### config.mk
export PLATFORM = sky130hd
export DESIGN_NAME = seq_gen_1011_tx
export DESIGN_NICKNAME = d
export VERILOG_FILES = /design/src/rtl/seq_pkg.sv /design/src/rtl/seq_down_cnt.sv /design/src/rtl/seq_gen_1011_tx.sv
export SDC_FILE = /design/constraint.sdc
export NUM_CORES = 1
export LEC_CHECK = 0
export ABC_AREA = 1
export CORE_ASPECT_RATIO = 1.25
export CORE_MARGIN = 2
export CORE_UTILIZATION = 39
export DETAILED_ROUTE_END_ITERATION = 6
export DONT_BUFFER_PORTS = 1
export GPL_ROUTABILITY_DRIVEN = 0
export GPL_TIMING_DRIVEN = 1
export HOLD_SLACK_MARGIN = 0.08
export PLACE_DENSITY_LB_ADDON = 0.25
export SLEW_MARGIN = 20
export SYNTH_ARGS = -nofsm -noshare
export SYNTH_HDL_FRONTEND = slang
export SYNTH_SLANG_ARGS = --single-unit
export TNS_END_PERCENT = 20
### constraint.sdc
create_clock -name clk -period 3 [get_ports clk]
set_input_delay 0.15 -clock clk [delete_from_list [all_inputs] [get_ports clk]]
set_output_delay 0.15 -clock clk [all_outputs]
set_load 0.005 [all_outputs]
### src/rtl/seq_pkg.sv
// Shared definitions for the 1011 pattern transmitter and the matching sequence detector.
package seq_pkg;

    typedef enum logic [1:0] {
        ST_IDLE  = 2'd0,
        ST_SHIFT = 2'd1,
        ST_GAP   = 2'd2,
        ST_FIN   = 2'd3
    } tx_state_t;

    // Overlapping Mealy detector states, named by the longest matched prefix of 1011.
    typedef enum logic [1:0] {
        DS_S0    = 2'd0,
        DS_S1    = 2'd1,
        DS_S10   = 2'd2,
        DS_S101  = 2'd3
    } det_state_t;

    localparam logic [3:0] DEF_PAT = 4'b1011;

endpackage

### src/rtl/seq_down_cnt.sv
// Loadable down-counter that saturates at zero; zero_o flags a count of 0.
module seq_down_cnt #(
    parameter int W = 4
) (
    input  logic         clk,
    input  logic         rst_n,
    input  logic         load_i,
    input  logic         en_i,
    input  logic [W-1:0] d_i,
    output logic         zero_o
);

    logic [W-1:0] cnt_q, cnt_d;

    always_comb begin
        cnt_d = cnt_q;
        if (load_i) begin
            cnt_d = d_i;
        end else if (en_i && (cnt_q != '0)) begin
            cnt_d = cnt_q - W'(1);
        end
    end

    always_ff @(posedge clk) begin
        if (!rst_n) begin
            cnt_q <= '0;
        end else begin
            cnt_q <= cnt_d;
        end
    end

    assign zero_o = (cnt_q == '0);

endmodule

### src/rtl/seq_gen_1011_tx.sv
// Serial pattern transmitter: sends a latched pattern MSB-first, reps times, with optional idle gaps.
// Outputs are registered; the first bit appears one cycle after start is accepted.
module seq_gen_1011_tx
    import seq_pkg::*;
#(
    parameter int   PAT_W    = 4,
    parameter int   CNT_W    = 4,
    parameter logic IDLE_BIT = 1'b0
) (
    input  logic             clk,
    input  logic             rst_n,
    input  logic             start,
    input  logic [PAT_W-1:0] pattern,
    input  logic [CNT_W-1:0] reps,
    input  logic [CNT_W-1:0] gap,
    input  logic             abort,
    output logic             x,
    output logic             x_valid,
    output logic             busy,
    output logic             done,
    output logic [1:0]       st
);

    localparam int IDX_W = (PAT_W > 1) ? $clog2(PAT_W) : 1;

    tx_state_t        state_q, state_d;
    logic [PAT_W-1:0] pat_q, pat_d;
    logic [PAT_W-1:0] sh_q, sh_d;
    logic [CNT_W-1:0] gap_q, gap_d;
    logic             x_q, x_d;
    logic             xv_q, xv_d;
    logic             busy_q, busy_d;
    logic             done_q, done_d;

    logic idx_load, idx_en, idx_zero;
    logic gap_load, gap_en, gap_zero;
    logic reps_load, reps_en, reps_zero;

    seq_down_cnt #(.W(IDX_W)) u_idx_cnt (
        .clk    (clk),
        .rst_n  (rst_n),
        .load_i (idx_load),
        .en_i   (idx_en),
        .d_i    (IDX_W'(PAT_W - 1)),
        .zero_o (idx_zero)
    );

    seq_down_cnt #(.W(CNT_W)) u_gap_cnt (
        .clk    (clk),
        .rst_n  (rst_n),
        .load_i (gap_load),
        .en_i   (gap_en),
        .d_i    (gap_q - CNT_W'(1)),
        .zero_o (gap_zero)
    );

    // Holds the number of reps still to follow the current one; zero marks the last rep.
    seq_down_cnt #(.W(CNT_W)) u_reps_cnt (
        .clk    (clk),
        .rst_n  (rst_n),
        .load_i (reps_load),
        .en_i   (reps_en),
        .d_i    (reps - CNT_W'(1)),
        .zero_o (reps_zero)
    );

    always_comb begin
        state_d   = state_q;
        pat_d     = pat_q;
        sh_d      = sh_q;
        gap_d     = gap_q;
        x_d       = IDLE_BIT;
        xv_d      = 1'b0;
        busy_d    = 1'b0;
        done_d    = 1'b0;
        idx_load  = 1'b0;
        idx_en    = 1'b0;
        gap_load  = 1'b0;
        gap_en    = 1'b0;
        reps_load = 1'b0;
        reps_en   = 1'b0;

        case (state_q)
            ST_IDLE: begin
                if (start) begin
                    if (reps != '0) begin
                        pat_d     = pattern;
                        gap_d     = gap;
                        sh_d      = pattern << 1;
                        reps_load = 1'b1;
                        idx_load  = 1'b1;
                        x_d       = pattern[PAT_W-1];
                        xv_d      = 1'b1;
                        busy_d    = 1'b1;
                        state_d   = ST_SHIFT;
                    end else begin
                        done_d    = 1'b1;
                    end
                end
            end
            ST_SHIFT: begin
                if (!idx_zero) begin
                    idx_en = 1'b1;
                    x_d    = sh_q[PAT_W-1];
                    sh_d   = sh_q << 1;
                    xv_d   = 1'b1;
                    busy_d = 1'b1;
                end else if (reps_zero) begin
                    done_d  = 1'b1;
                    state_d = ST_FIN;
                end else begin
                    reps_en = 1'b1;
                    busy_d  = 1'b1;
                    if (gap_q != '0) begin
                        gap_load = 1'b1;
                        state_d  = ST_GAP;
                    end else begin
                        idx_load = 1'b1;
                        x_d      = pat_q[PAT_W-1];
                        sh_d     = pat_q << 1;
                        xv_d     = 1'b1;
                    end
                end
            end
            ST_GAP: begin
                busy_d = 1'b1;
                if (gap_zero) begin
                    idx_load = 1'b1;
                    x_d      = pat_q[PAT_W-1];
                    sh_d     = pat_q << 1;
                    xv_d     = 1'b1;
                    state_d  = ST_SHIFT;
                end else begin
                    gap_en = 1'b1;
                end
            end
            ST_FIN: begin
                state_d = ST_IDLE;
            end
            default: begin
                state_d = ST_IDLE;
            end
        endcase

        if (abort && (state_q != ST_IDLE)) begin
            state_d   = ST_IDLE;
            sh_d      = sh_q;
            x_d       = IDLE_BIT;
            xv_d      = 1'b0;
            busy_d    = 1'b0;
            done_d    = 1'b0;
            idx_load  = 1'b0;
            idx_en    = 1'b0;
            gap_load  = 1'b0;
            gap_en    = 1'b0;
            reps_load = 1'b0;
            reps_en   = 1'b0;
        end
    end

    always_ff @(posedge clk) begin
        if (!rst_n) begin
            state_q <= ST_IDLE;
            pat_q   <= '0;
            sh_q    <= '0;
            gap_q   <= '0;
            x_q     <= IDLE_BIT;
            xv_q    <= 1'b0;
            busy_q  <= 1'b0;
            done_q  <= 1'b0;
        end else begin
            state_q <= state_d;
            pat_q   <= pat_d;
            sh_q    <= sh_d;
            gap_q   <= gap_d;
            x_q     <= x_d;
            xv_q    <= xv_d;
            busy_q  <= busy_d;
            done_q  <= done_d;
        end
    end

    assign x       = x_q;
    assign x_valid = xv_q;
    assign busy    = busy_q;
    assign done    = done_q;
    assign st      = state_q;

endmodule
==> summary.md <==
| Metric | Value |
|---|---|
| Post-synth EDFFs | 0 |
| CTS clk-pin slew, worst paths | 0.10 ns |
| Total CTS buffers | 3 |
| Flop pwr share | 35.0% |
| Clock group share of total power | 12.9% |
| Core ar. | 3540 µm² |
| CP arrival | 2.47 ns |
| Unrepaired setup endpoints after global routing | no |
| Ys flop type | dfxtp_1 |
| Worst-Skew Late Latency | 0.28 ns |
| Crit path kind | flip-flop to flip-flop |
| Sw frac | 46.4% |
| Gr usage total | 16.8% |
| Setup TNS | 0 ns |
| Crit. End Element | flip-flop |
| Final cycle utilization of the critical path | 74.8% |
| Crit path buffers/inverters | 3 |
| Worst slack, placed | 0.764 ns |
| Status | complete, but fails checks |
| Startpoint types | flip-flop |
| Sw power | 0.762 mW |
| Yosys top cell by area | dfxtp_1 |
| Max Clock Skew | 0.00524 ns |
| Max cap viols | 0 |
| Post-route ant nets | 0 |
| Clock Sinks | 27 |
| First-pass GRT wire length | 5510 µm |
| Final Hold Fails | 0 |
| Final setup fails | 0 |
| Failing checks | DRC |
| FILL cells | 376 |
| FFs w/ async S/R, synth | 0% |
| Drt drc | 1 |
| Relative slew slack | 65.5% |
| Clock root cell | clkbuf_8 |
| N_diodes | 0 |
| CP peak stage delay | 0.44 ns |
| Worst hold path class | input port to flip-flop |
| Total chip power | 1.64 mW |
| Leakage power | 0.756 nW |
| Combinational fraction of design power | 52.1% |
| Number of port buffers | 0 |
| Die footprint | 4240 µm² |
| Most common cell on crit path | inv_1 |
| Layout cells sized above 1 | 4.04% |
| Period minus WS final | 2.24 ns |
| Post-CTS Setup Bufs | 0 |
| Syn nets | 237 |
| Post-synthesis cell type count | 23 |
| Max VDD drop | 400 µV |
| Post-cts sizing count | 0 |
| Mapped Cells | 213 |
| Max Fclk | 446 MHz |
| Worst slew pin tran | 0.516 ns |
| Crit path max-delay cell type | dfxtp_1 |
| Critical Path RT | 3.23 ns |
| Synth Area per Inst | 6.83 µm² |
| CP delay by family, top | simple AND/OR/NAND/NOR gates |
| Max Buffers Root-to-Sink | 2 |
| CP cell instances | inv_1, ha_1, nand2_1, inv_1, nand2_1, o21ai_0, ha_1, nand3b_1, nand3_1, o211ai_1, inv_1 |
| Hold Buf Count CTS | 9 |
| Wire length per cell | 11.8 µm |
| Count leader, synth | nand2_1 |
| Final worst slack | 0.756 ns |
| CTS tree | built |
| PwrDens | 1010 nW/µm² |
| Layout Nets | 248 |
| Placement Rows | 24 |
| Largest net degree at the start of global routing | 19 |
| Cell area after synthesis | 1460 µm² |
| Starting Density | 41.1% |
| Area contributors post-synth | dfxtp_1 (37%), nand2_1 (12%), o21ai_0 (9.6%) |
| Initial antenna violation count | 0 |
| H-tree depth | 1 |
| Die Height | 72.3 µm |
| Post-DP HPWL | 2360 µm |
| Initial DRC Count | 33 |
| Synth cell count leaders | nand2_1 (47), inv_1 (30), o21ai_0 (28) |
| Worst-path fanout max | 18 |
| Pins Over Slew Limit | 0 |
| Final core occ | 45.9% |
| Grt ovf | 0 |
| Vias in the first global route | 1305 |
| Die X | 58.6 µm |
| Number of synthesized register bits | 27 |
| P_int | 0.881 mW |
| Ports | 22 |
| Vias/cell | 5.07 |
| Area fraction of the dominant cell type after synthesis | 37.1% |
| Pre-antenna DRT Iters | 6 |
| Layout area overhead | 11.9% |
| Synth warn | 0 |
| Post-synthesis sequential area ratio | 37.1% |
| Drt total wl | 3090 µm |
| Vias | 1328 |
==> routing by layer <==
metal / part of all wire, % / global-route usage, % / vias to the layer above
met5: 0 / 0 / -
met4: 1.8 / 7.32 / 0
met3: 3.9 / 2.85 / 5
met2: 46 / 27.2 / 20
met1: 48 / 21.7 / 592
li1: - / - / 711
==> cell type report <==
type / count / area, µm² / share of cell area, %
clock inverter: 1 / 5.00 / 0.307
tap: 39 / 48.8 / 3.00
sequential: 27 / 541 / 33.2
inverter: 30 / 113 / 6.92
timing repair buffer: 9 / 90.1 / 5.53
clock buffer: 3 / 41.3 / 2.54
multi-input combinational: 153 / 790 / 48.5
==> power by group through the flow <==
stage	Sequential [mW]	Combinational [mW]	Clock, mW
final	0.575	0.856	0.212
after global routing	0.592	1.01	0.235
after CTS	0.575	0.862	0.220
after detailed placement	0.583	0.844	0
after global placement	0.581	0.845	0
after floorplan	0.562	0.695	0
==> registers in the layout, indices dropped and copies added, names as in the netlist <==
register          flops
gap_q                 4
pat_q                 4
u_gap_cnt.cnt_q       4
u_reps_cnt.cnt_q      4
sh_q                  3
st                    2
u_idx_cnt.cnt_q       2
busy                  1
done                  1
x                     1
x_valid               1
==> cells in the final DEF (no fill, tap or decap), types with 2 or more instances in the layout <==
| cell | synthesis | routed |
|---|---|---|
| nand3b_1 | 2 | 2 |
| dfxtp_1 | 27 | 27 |
| nor2_1 | 27 | 27 |
| dlygate4sd3_1 | 0 | 9 |
| a21oi_1 | 16 | 16 |
| inv_1 | 30 | 30 |
| nand3_1 | 12 | 12 |
| nand2_1 | 47 | 47 |
| clkbuf_8 | 0 | 3 |
| o21ai_0 | 28 | 28 |
| a31oi_1 | 2 | 2 |
| ha_1 | 8 | 8 |
==> worst paths after layout <==
path                            startpoint                   to  slack, ns  cells past startpoint
worst min-delay path                 rst_n              sh_q[3]       0.14                      2
worst min register to register    pat_q[3]             pat_q[3]       0.47                      2
worst max-delay path                 st[0]  u_reps_cnt.cnt_q[2]       0.76                     11
worst max register to register       st[0]  u_reps_cnt.cnt_q[2]       0.76                     11
==> metrics by stage <==
step	instances	hold slack (ns)	cell area, µm²
3_3_place_gp	249	0.290	1490
2_1_floorplan	213	0.288	1460
6_report	262	0.138	1630
4_1_cts	262	0.139	1630
5_1_grt	262	0.147	1630
3_5_place_dp	249	0.292	1490
==> kinds of logic after synthesis <==
kind of cell | share of synthesized area, %
AND/OR/NAND/NOR | 26.3
AO/OA/AOI/OAI | 19.7
buffers and inverters | 8.60
flip-flops | 37.1
adder cells (fa/ha/maj) | 6.88
XOR/XNOR | 0.602
multiplexers | 0.774
Power figures use the tool's default switching activity.
